[config.mk]
export PLATFORM = sky130hd
export DESIGN_NAME = linear_layer_scheduler
export DESIGN_NICKNAME = d
export VERILOG_FILES = /design/src/rtl/linear_layer_scheduler.sv
export SDC_FILE = /design/constraint.sdc
export NUM_CORES = 1
export LEC_CHECK = 0
export CAP_MARGIN = 40
export CORE_MARGIN = 10
export CORE_UTILIZATION = 55
export DETAILED_ROUTE_END_ITERATION = 8
export GPL_TIMING_DRIVEN = 0
export PLACE_DENSITY = 0.82
export SLEW_MARGIN = 20
export SYNTH_ARGS = -nofsm -noshare
export SYNTH_HDL_FRONTEND = slang
export SYNTH_SLANG_ARGS = --single-unit
[constraint.sdc]
create_clock -name clk -period 3.8 [get_ports clk]
set_input_delay 0.57 -clock clk [delete_from_list [all_inputs] [get_ports clk]]
set_output_delay 0.57 -clock clk [all_outputs]
set_load 0.02 [all_outputs]
[src/rtl/linear_layer_scheduler.sv]
// linear_layer_scheduler
// Sequencing controller for one fully-connected layer pass. It clears and
// streams a serial weight fetcher through M*TEMP BRAM lines, follows the
// fetcher read latency with a tag pipe, strobes the MAC array with
// first/last-chunk marks, and hands finished rows downstream.
//
// Row output handshake: out_row is offered while row_valid is high and is
// transferred on the rising edge where row_valid && row_ready are both high.
// Once raised, row_valid and out_row hold steady until that transfer.
module linear_layer_scheduler #(
    parameter int M         = 5,
    parameter int TEMP      = 2,
    parameter int FETCH_LAT = 2,
    localparam int RW = (M > 1) ? $clog2(M) : 1,
    localparam int CW = (TEMP > 1) ? $clog2(TEMP) : 1
) (
    input  logic          clk,
    input  logic          clr_n,
    input  logic          start,
    output logic          busy,
    output logic          fetch_clr,
    output logic          fetch_ce,
    output logic          mac_en,
    output logic          mac_first,
    output logic          mac_last,
    output logic [CW-1:0] chunk_idx,
    output logic [RW-1:0] row_idx,
    output logic          row_valid,
    input  logic          row_ready,
    output logic [RW-1:0] out_row,
    output logic          done,
    output logic [1:0]    dbg_state
);

    localparam int DW = $clog2(FETCH_LAT + 1);

    typedef enum logic [1:0] {
        S_IDLE     = 2'd0,
        S_RUN      = 2'd1,
        S_DRAIN    = 2'd2,
        S_WAIT_OUT = 2'd3
    } state_t;

    state_t state;

    // Issue counter kept as row/chunk pair so the tag needs no divider.
    logic [RW-1:0] iss_row;
    logic [CW-1:0] iss_chunk;
    logic [DW-1:0] drain_cnt;

    // Tag pipe, index 0 is the newest entry, FETCH_LAT-1 is the tail that
    // lines up with the word currently on the fetcher output.
    logic [FETCH_LAT-1:0]         tag_v;
    logic [FETCH_LAT-1:0][RW-1:0] tag_row;
    logic [FETCH_LAT-1:0][CW-1:0] tag_chunk;

    logic          tail_v;
    logic [RW-1:0] tail_row;
    logic [CW-1:0] tail_chunk;
    logic          stall;
    logic          last_issue;

    assign tail_v     = tag_v[FETCH_LAT-1];
    assign tail_row   = tag_row[FETCH_LAT-1];
    assign tail_chunk = tag_chunk[FETCH_LAT-1];
    assign last_issue = (iss_row == RW'(M - 1)) && (iss_chunk == CW'(TEMP - 1));
    assign dbg_state  = state;

    // Fetcher and MAC strobes decoded from state, pipe tail and the row handshake.
    always_comb begin
        busy      = (state != S_IDLE);
        fetch_clr = (state == S_IDLE) && start && clr_n;
        // Any offered-but-unaccepted row freezes the fetcher and the MAC.
        stall     = row_valid && !row_ready;
        fetch_ce  = ((state == S_RUN) || (state == S_DRAIN)) && !stall;
        mac_en    = fetch_ce && tail_v;
        mac_first = mac_en && (tail_chunk == '0);
        mac_last  = mac_en && (tail_chunk == CW'(TEMP - 1));
        chunk_idx = mac_en ? tail_chunk : '0;
        row_idx   = mac_en ? tail_row : '0;
    end

    // Pass sequencing FSM: issue counter, drain counter and the done pulse.
    always_ff @(posedge clk or negedge clr_n) begin
        if (!clr_n) begin
            state     <= S_IDLE;
            iss_row   <= '0;
            iss_chunk <= '0;
            drain_cnt <= '0;
            done      <= 1'b0;
        end else begin
            done <= 1'b0;
            case (state)
                S_IDLE: begin
                    iss_row   <= '0;
                    iss_chunk <= '0;
                    drain_cnt <= '0;
                    if (start) begin
                        state <= S_RUN;
                    end
                end
                S_RUN: begin
                    if (fetch_ce) begin
                        if (iss_chunk == CW'(TEMP - 1)) begin
                            iss_chunk <= '0;
                            iss_row   <= iss_row + RW'(1);
                        end else begin
                            iss_chunk <= iss_chunk + CW'(1);
                        end
                        if (last_issue) begin
                            state     <= S_DRAIN;
                            drain_cnt <= '0;
                        end
                    end
                end
                S_DRAIN: begin
                    // Keep the fetcher running until the last word leaves the pipe.
                    if (fetch_ce) begin
                        drain_cnt <= drain_cnt + DW'(1);
                        if (drain_cnt == DW'(FETCH_LAT - 1)) begin
                            state <= S_WAIT_OUT;
                        end
                    end
                end
                S_WAIT_OUT: begin
                    if (row_valid && row_ready && (out_row == RW'(M - 1))) begin
                        state <= S_IDLE;
                        done  <= 1'b1;
                    end
                end
            endcase
        end
    end

    // Tag pipe: cleared while idle, advances only with the fetcher enable.
    always_ff @(posedge clk or negedge clr_n) begin
        if (!clr_n) begin
            tag_v     <= '0;
            tag_row   <= '0;
            tag_chunk <= '0;
        end else if (state == S_IDLE) begin
            tag_v     <= '0;
            tag_row   <= '0;
            tag_chunk <= '0;
        end else if (fetch_ce) begin
            for (int i = FETCH_LAT - 1; i > 0; i--) begin
                tag_v[i]     <= tag_v[i-1];
                tag_row[i]   <= tag_row[i-1];
                tag_chunk[i] <= tag_chunk[i-1];
            end
            // Only RUN issues real lines; DRAIN pushes bubbles.
            tag_v[0]     <= (state == S_RUN);
            tag_row[0]   <= iss_row;
            tag_chunk[0] <= iss_chunk;
        end
    end

    // Row result register: set by a last-chunk commit, cleared by the handshake.
    always_ff @(posedge clk or negedge clr_n) begin
        if (!clr_n) begin
            row_valid <= 1'b0;
            out_row   <= '0;
        end else if (mac_en && mac_last) begin
            row_valid <= 1'b1;
            out_row   <= tail_row;
        end else if (row_valid && row_ready) begin
            row_valid <= 1'b0;
        end
    end

endmodule

==> results of run 1 <==
-- power by group through the flow --
stage                     logic, uW  registers [uW]  clock network [uW]
after global placement          636             347                   0
after global routing            731             360                 127
after floorplan                 462             360                   0
final                           660             348                 113
after CTS                       667             348                 114
after detailed placement        664             353                   0
-- state kept, by name, indices dropped and copies added (netlist names) --
name and cells:
out_row 3, row_valid 1, dbg_state 2, tag_row 3, done 1, iss_chunk 1, iss_row 3, drain_cnt 2
tag_chunk 1, tag_v 2, tail_row 3, tail_chunk 1
-- worst min-delay path by stage --
stage | startpoint | end | slack (ps) | cells after the start
after detailed placement | out_row[2] | out_row[2] | 510 | 1
final | tag_row[2] | tag_row[2] | 530 | 2
after floorplan | clr_n | dbg_state[0] | 270 | 0
after global routing | tag_row[2] | tag_row[2] | 550 | 2
after global placement | tail_row[1] | out_row[1] | 490 | 1
after CTS | tag_row[0] | tag_row[0] | 530 | 2
-- cell families after synthesis --
group / Yosys count / synth area share (%)
AOI/OAI and AO/OA: 20 / 12.4
buffers and inverters: 16 / 5.68
and+or+nand+nor: 45 / 18.3
DFF: 23 / 46.7
xor gates and xnor gates: 2 / 1.42
muxes: 7 / 6.49
adders and majority gates: 9 / 9.13
-- stage by stage --
step | setup slack, ps | cells
2_1_floorplan | 1440 | 122
3_3_place_gp | 592 | 170
3_5_place_dp | 748 | 171
4_1_cts | 595 | 175
5_1_grt | 421 | 175
6_report | 625 | 175
-- layer usage --
layer / share of wire, % / wire, um / vias up / global-route usage [%]
met4: 2.6 / 65 / 0 / 5.90
met2: 50 / 1240 / 35 / 21.6
met3: 7.4 / 184 / 10 / 2.81
met1: 40 / 1010 / 462 / 13.6
li1: - / - / 453 / -
met5: 0 / 0 / - / 0
-- cells in the mapped netlist --
cell type	number	share of area (%)
a21oi_1	10	4.1
a21oi_2	1	0.71
a221oi_4	1	2.1
a31o_1	1	0.71
a31oi_4	1	1.7
a41oi_1	1	0.71
and2_1	3	1.5
and3_1	4	2.0
and4bb_2	1	1.0
buf_2	2	0.81
buf_4	2	1.2
clkbuf_1	1	0.30
dfrtp_1	23	47
ha_1	9	9.1
inv_1	10	3.0
inv_2	1	0.30
mux2_1	4	3.7
mux2_4	1	1.2
mux2i_1	2	1.6
nand2_1	25	7.6
nand2b_1	1	0.51
nand2b_2	1	0.71
nand3_1	2	0.81
nand3_2	2	1.6
nand4_1	1	0.51
nor2_1	3	0.91
nor2b_1	2	1.0
o21ai_1	2	0.81
o22ai_1	3	1.5
xnor2_1	1	0.71
xor2_1	1	0.71
-- tightest hold or removal path, stage by stage, from the launching register on --
cell     delay, ps
dfrtp_1        400
nand2_1         60
a21oi_1         50
-- cell type report --
class / instances / area (um2) / share of cell area, %
flip-flops and latches: 23 / 576 / 37.8
plain buffers: 5 / 28.8 / 1.89
well taps: 28 / 35.0 / 2.30
inverters: 11 / 41.3 / 2.71
clock inverters: 1 / 5.00 / 0.328
clock buffers: 3 / 22.5 / 1.48
multi-input cells: 83 / 588 / 38.6
repair buffers: 21 / 228 / 14.9
==> metrics.txt, run 1 <==
first-pass iteration count of the detailed router=4; Core ar.=2170 um2; reg-to-reg slack, setup=about 1800 ps; Rel. slew slack=between 60% and 70%; endpoints failing hold=0; clk buf depth=2; starting density of the core=roughly 57%; dpl cell area=about 1500 um2; final setup violation count=0; Mean Syn Cell Area=between 10 and 15 um2; FILL cells=roughly 170; total power=1120 uW; CTS sink cnt=23; Power Dens Cells=between 700 and 800 nW/um2; Final Slew Violations=0; drt total wl=2500 um; reg-to-reg startpoint=dbg_state[1]; leading cell type in the layout, fill and taps excluded=nand2_1; clock network fraction of total power=between 10% and 20%; Die X=a little under 70 um; part of the Yosys area used for sequential elements=between 40% and 50%; CTS Hold Bufs=0; final instance area=1520 um2; syn nets=approximately 140; crit-path leading delay family=buffers and inverters; first-iteration detailed-routing DRC count=35; Critical Path Max Stage Delay=around 600 ps; total track usage=approximately 12%; Final GP Congestion=~0.8; fin util=approximately 70%; CP Depth=8; postcts setup bufs=0; Synth-to-Final Area Change=23.5%; Synth Warn #=0; vias per cell=5.49; final global-route overflow total=0; post-synth cell types=31; Peak VDD IR=between 400 and 500 uV; Yosys reg bits=23; crit path kind=register to output port; Clk Latency, worst-skew pair=roughly 310 ps; initial antenna violation count=0; H-tree depth=1; CP endpoint kind=output port; Ant. Diodes=0; most frequent cells in the layout=25 x nand2_1, 23 x dfrtp_1, 20 x clkdlybuf4s50_1; DRC errors left=0; Max-Cap Viols=0; drt wl/cell=around 14 um; CP cell instances=inv_1 -> ha_1 -> nand2_1 -> inv_2 -> nand3_2 -> inv_1 -> buf_4 -> clkdlybuf4s50_1; die area=between 4000 and 5000 um2; CTS root buffer=clkbuf_4; io pins=21; Post-Syn Area=about 1200 um2; worst slew pin tran=between 400 and 500 ps; Post-DP HPWL=around 2000 um; Die H=roughly 67 um; Hold Path Class=register to register; cts bufs inserted=3; Post-Synthesis Cells=122; Sw Ratio=between 40% and 50%; crit path launch=dbg_state[1]; Tcrit/Tclk final=83.6%; Max FO, Critical Path=8; setup TNS=0 ps; startpoint class of the critical path=register; Buf/Inv on CP=5; pin count of the biggest net entering global routing=18; status=completed; Reg2Reg Capture Point=dbg_state[1]; ratio of cells with drive above 1 in the final layout=between 10% and 20%; RSZ-0062 raised after global routing=false; Worst Setup EP=mac_last; leakage power=between 0.0007 and 0.0008 uW; first-pass GRT wire length=between 4000 and 5000 um; Post-CTS Resized=0; Critical-path top delay cell=clkdlybuf4s50_1; Highest Clock Rate=315 MHz; Int Pwr=615 uW; number of global-route vias before repair=around 950; total vias in the final route=960; # nets final=between 150 and 200; most frequent CP cell=inv_1; clk slew on worst S/H paths=around 130 ps; Routed Antenna Nets=0; Combinational Power Share=between 50% and 60%; CP Data Required Time=3230 ps; Reg2Reg Depth=5; Final Skew=about 6.7 ps; Flop pwr share=a little under a third; hold_ws=532 ps; crit path DAT=2610 ps; CTS tree=yes; Net Switching=about 510 uW; row count=17; Tmin final=approximately 3200 ps; PortBufs=20
Note: power is estimated with default switching activity, not from simulation.
==> run 2, diff against run 1 <==
CORE_UTILIZATION = 51   (was 55)
PLACE_DENSITY = 0.77   (was 0.82)
clock period = 3.3 ns   (was 3.8 ns; I/O delays follow)
==> run 2 against run 1 <==
  * Power is 14% higher
  * Combinational power is 14% higher
  * Cell count stayed put
  * Worst setup slack worse by 440 ps
  * Core utilization is 2.7 points lower
  * Critical path type unchanged
  * Critical endpoint unchanged
==> metrics.txt, run 2 (same netlist as run 1, synthesis figures left out) <==
status=completed; total power=1280 uW; Non-Filler Instances=about 180; CTS root buffer=clkbuf_4; PortBufs=20; Max-Cap Viols=0; endpoints failing hold=0; startpoint class of the critical path=register; row count=17; postcts setup bufs=0; Final GP Congestion=between 0.8 and 0.9; pin count of the biggest net entering global routing=18; Routed Antenna Nets=0; DRC errors left=0; DP Cell Count=171; CTS sink cnt=23; leading cell type in the layout, fill and taps excluded=nand2_1; final setup violation count=0; Post-CTS Resized=0; number of global-route vias before repair=between 800 and 900; initial antenna violation count=0; CP cell instances=inv_1 -> ha_1 -> nand2_1 -> inv_2 -> nand3_2 -> inv_1 -> buf_4 -> clkdlybuf4s50_1; Tmin final=a little over 3000 ps; Final Slew Violations=0; Hold Path Class=input pin to asynchronous set/reset pin; CP Data Required Time=approximately 2800 ps; Clk Latency, worst-skew pair=between 300 and 400 ps; ratio of cells with drive above 1 in the final layout=about 12%; leakage power=between 0.0007 and 0.0008 uW; multi-input logic area=just under 600 um2; Highest Clock Rate=~320 MHz; CTS tree=yes; starting density of the core=between 50% and 60%; crit-path leading delay family=buffers and inverters; Buf/Inv on CP=5; RSZ-0062 raised after global routing=false; FILL cells=177; Post-DP HPWL=between 1500 and 2000 um; io pins=21; clk slew on worst S/H paths=roughly 140 ps; H-tree depth=1; Reg area=around 580 um2; Critical Path Max Stage Delay=around 590 ps; most frequent cells in the layout=25 x nand2_1, 23 x dfrtp_1, 20 x clkdlybuf4s50_1; total vias in the final route=~920; Rel. slew slack=between 60% and 70%; CTS Hold Bufs=0; drt wl/cell=approximately 14 um; # nets final=161; drt total wl=between 2000 and 3000 um; first-iteration detailed-routing DRC count=24; Critical-path top delay cell=clkdlybuf4s50_1; vias per cell=between 5 and 6; worst slew pin tran=roughly 470 ps; Die X=approximately 69 um; setup TNS=0 ps; clk buf depth=2; crit path kind=register to output port; first-pass iteration count of the detailed router=4; cts bufs inserted=3; Final Skew=approximately 13 ps; final global-route overflow total=0; Synth-to-Final Area Change=23.5%; Power Dens Cells=840 nW/um2; Tcrit/Tclk final=between 90% and 100%; CP endpoint kind=output port; total track usage=between 10% and 20%; Peak VDD IR=~500 uV; Ant. Diodes=0; most frequent CP cell=inv_1; crit path DAT=approximately 2600 ps; hold_ws=between 400 and 500 ps; first-pass GRT wire length=roughly 4300 um; Die H=between 60 and 70 um; Core ar.=2250 um2; die area=between 4000 and 5000 um2; Max FO, Critical Path=8
[run 2: cell counts in the layout (fill, tap and decap cells not counted)]
No cell type changed its count.
[run 2: worst paths after layout]
path | from | endpoint | slack, ps | cells after the start
setup / recovery | dbg_state[1] | mac_last | 190 | 8
hold / removal | clr_n | done | 480 | 1
setup reg to reg | dbg_state[1] | dbg_state[1] | 1320 | 5
hold reg to reg | tail_row[0] | out_row[0] | 520 | 1
max in group asynchronous | clr_n | iss_row[0] | 2370 | 2
min in group clk | tail_row[0] | out_row[0] | 520 | 1
[run 2: through the flow]
| stage | area, um2 | util (%) | worst slack, ps |
|---|---|---|---|
| floorplan | 1230 | - | 1010 |
| global placement | 1470 | 65.1 | 233 |
| detailed placement | 1500 | 66.4 | 396 |
| CTS | 1520 | 67.6 | 187 |
| global route | 1520 | 67.6 | 12.4 |
| finish | 1520 | 67.6 | 189 |
[run 2: cell type report]
cell class,instances,share of cell area [%]
plain buffers,5,1.89
clock buffers,3,1.48
clock inverters,1,0.328
inverters,11,2.71
multi-input cells,83,38.6
flip-flops and latches,23,37.8
well taps,28,2.30
repair buffers,21,14.9
[run 2: routing by layer]
| layer | global-route usage (%) | wire (um) |
|---|---|---|
| met2 | 17.4 | 1190 |
| met5 | 0 | 0 |
| met4 | 5.99 | 47 |
| met1 | 12.3 | 1150 |
| met3 | 2.43 | 122 |
[run 2: power by group]
part / total [uW] / switching (uW) / leakage, uW / internal, uW
logic: 750 / 433 / 0.000380 / 317
clock network: 131 / 85.5 / 0.0000177 / 45.2
registers: 400 / 54.5 / 0.000312 / 345
==> variant: new RTL, config.mk and constraints of run 2 <==
Put one more register stage on the output `dbg_state`, cleared by the reset. The value now appears one clock later. The other outputs are not delayed to match.
--- a/src/rtl/linear_layer_scheduler.sv
+++ b/src/rtl/linear_layer_scheduler.sv
@@ -65,5 +65,11 @@
     assign tail_chunk = tag_chunk[FETCH_LAT-1];
     assign last_issue = (iss_row == RW'(M - 1)) && (iss_chunk == CW'(TEMP - 1));
-    assign dbg_state  = state;
+    always_ff @(posedge clk or negedge clr_n) begin
+        if (!clr_n) begin
+            dbg_state <= '0;
+        end else begin
+            dbg_state <= state;
+        end
+    end
 
     // Fetcher and MAC strobes decoded from state, pipe tail and the row handshake.
Function: changed (Yosys sat finds a counterexample within 4 cycles, from zero or initial values).
==> variant against run 2 <==
  * Wire length is 4.2% lower
  * Sequential cell count grew 2
  * Final area increased by 1.2%
  * Worst setup slack gained 0.099 ns
  * Clock skew shrank 0.010 ns
  * Power is 0.66% higher
  * Synthesized area up 2.6%
  * Via count fell by 0.65%
  * Critical path type unchanged
==> variant: results (changes against run 2) <==
worstMarginPinSlew_ns: 0.637  # was 0.466 ns
synthTopCellsByCount: "25 x dfrtp_1, 21 x nand2_1, 12 x a21oi_1"  # was 25 x nand2_1, 23 x dfrtp_1, 10 x a21oi_1, 10 x inv_1, 9 x ha_1
vias_per_cell: 5.24  # was 5.25
synthXorXnorAreaFrac: 0.00692  # was 0.0142
switching_power_w: 0.000566  # was 0.000573 W
r2r_slack_ns: 1.35  # was 1.32 ns
grt_pass1_wl_mm: 4.07  # was 4.33 mm
synth_area_leaders: "dfrtp_1 49%, ha_1 8.9%, nand2_1 6.2%"  # was dfrtp_1 47%, ha_1 9.1%, nand2_1 7.6%
vias: 912  # was 918
post-place-ws_ns: 0.375  # was 0.396 ns
ctsResizeCount: 0  # unchanged
drtIter0Drc: 45  # was 24
wire_per_inst_um: 13.8  # was 14.3 um
synth.net_count: 134  # was 135
place_area_um2: 1520  # was 1500 um2
synth_compound_area_frac: 0.123  # was 0.124
synthMuxAreaShare: 0.0711  # was 0.0649
max-vdd-ir-drop_uv: 581  # was 498 uV
grt_max_degree: 15  # was 18
fill_cells: 194  # was 177
p_leak_nw: 0.727  # was 0.709 nW
grtUsageTotal: 0.0991  # was 0.106
dp.cells: 170  # was 171
gp_congestion: 0.818  # was 0.810
holdWs_ns: 0.497  # was 0.485 ns
fmax_mhz: 332  # was 321 MHz
r2r-start: "state[0]$_DFFE_PN0P_"  # was dbg_state[1]$_DFFE_PN0P_
worstHoldPathType: "flop to flop"  # was input port to asynchronous set/reset pin
status: "finished clean"  # unchanged
avgSynthCellArea_um2: 10.5  # was 10.1 um2
arrival_ns: 2.52  # was 2.62 ns
nets: 160  # was 161
grt_pass1_vias: 915  # was 896
drive_gt1_frac: 0.110  # was 0.122
dp_hpwl_mm: 1.95  # was 1.98 mm
rr_worst_depth: 6  # was 5
multi_input_area_um2: 574  # was 588 um2
ys_seq_area_frac: 0.494  # was 0.467
## variant: cell count changes after synthesis, moves of 2 or more
cell            run 2  this run
nand2_1            25        21
a21oi_1            10        12
dfrtp_1            23        25
inv_1              10         8
## variant: routing by layer
layer | routed length, um | track usage | share of wire | vias up
li1 | - | - | - | 453
met1 | 1010 | 0.108 | 0.42 | 431
met2 | 1180 | 0.166 | 0.49 | 24
met3 | 176 | 0.0328 | 0.073 | 4
met4 | 37 | 0.0522 | 0.015 | 0
met5 | 0 | 0 | 0 | -
## variant: final cells by class
cell class,instances,area share
Clock buffer,4,0.0170
Timing Repair Buffer,21,0.139
Sequential cell,25,0.406
Inverter,10,0.0243
Buffer,5,0.0187
Tap cell,28,0.0227
Multi-Input combinational cell,81,0.372
## variant: power by group through the flow
stage	clock network, W	logic [W]	registers (W)
after floorplan	0	0.000503	0.000451
after global placement	0	0.000702	0.000438
after detailed placement	0	0.000727	0.000443
after CTS	0.000141	0.000728	0.000437
after global routing	0.000150	0.000788	0.000450
final	0.000134	0.000720	0.000435
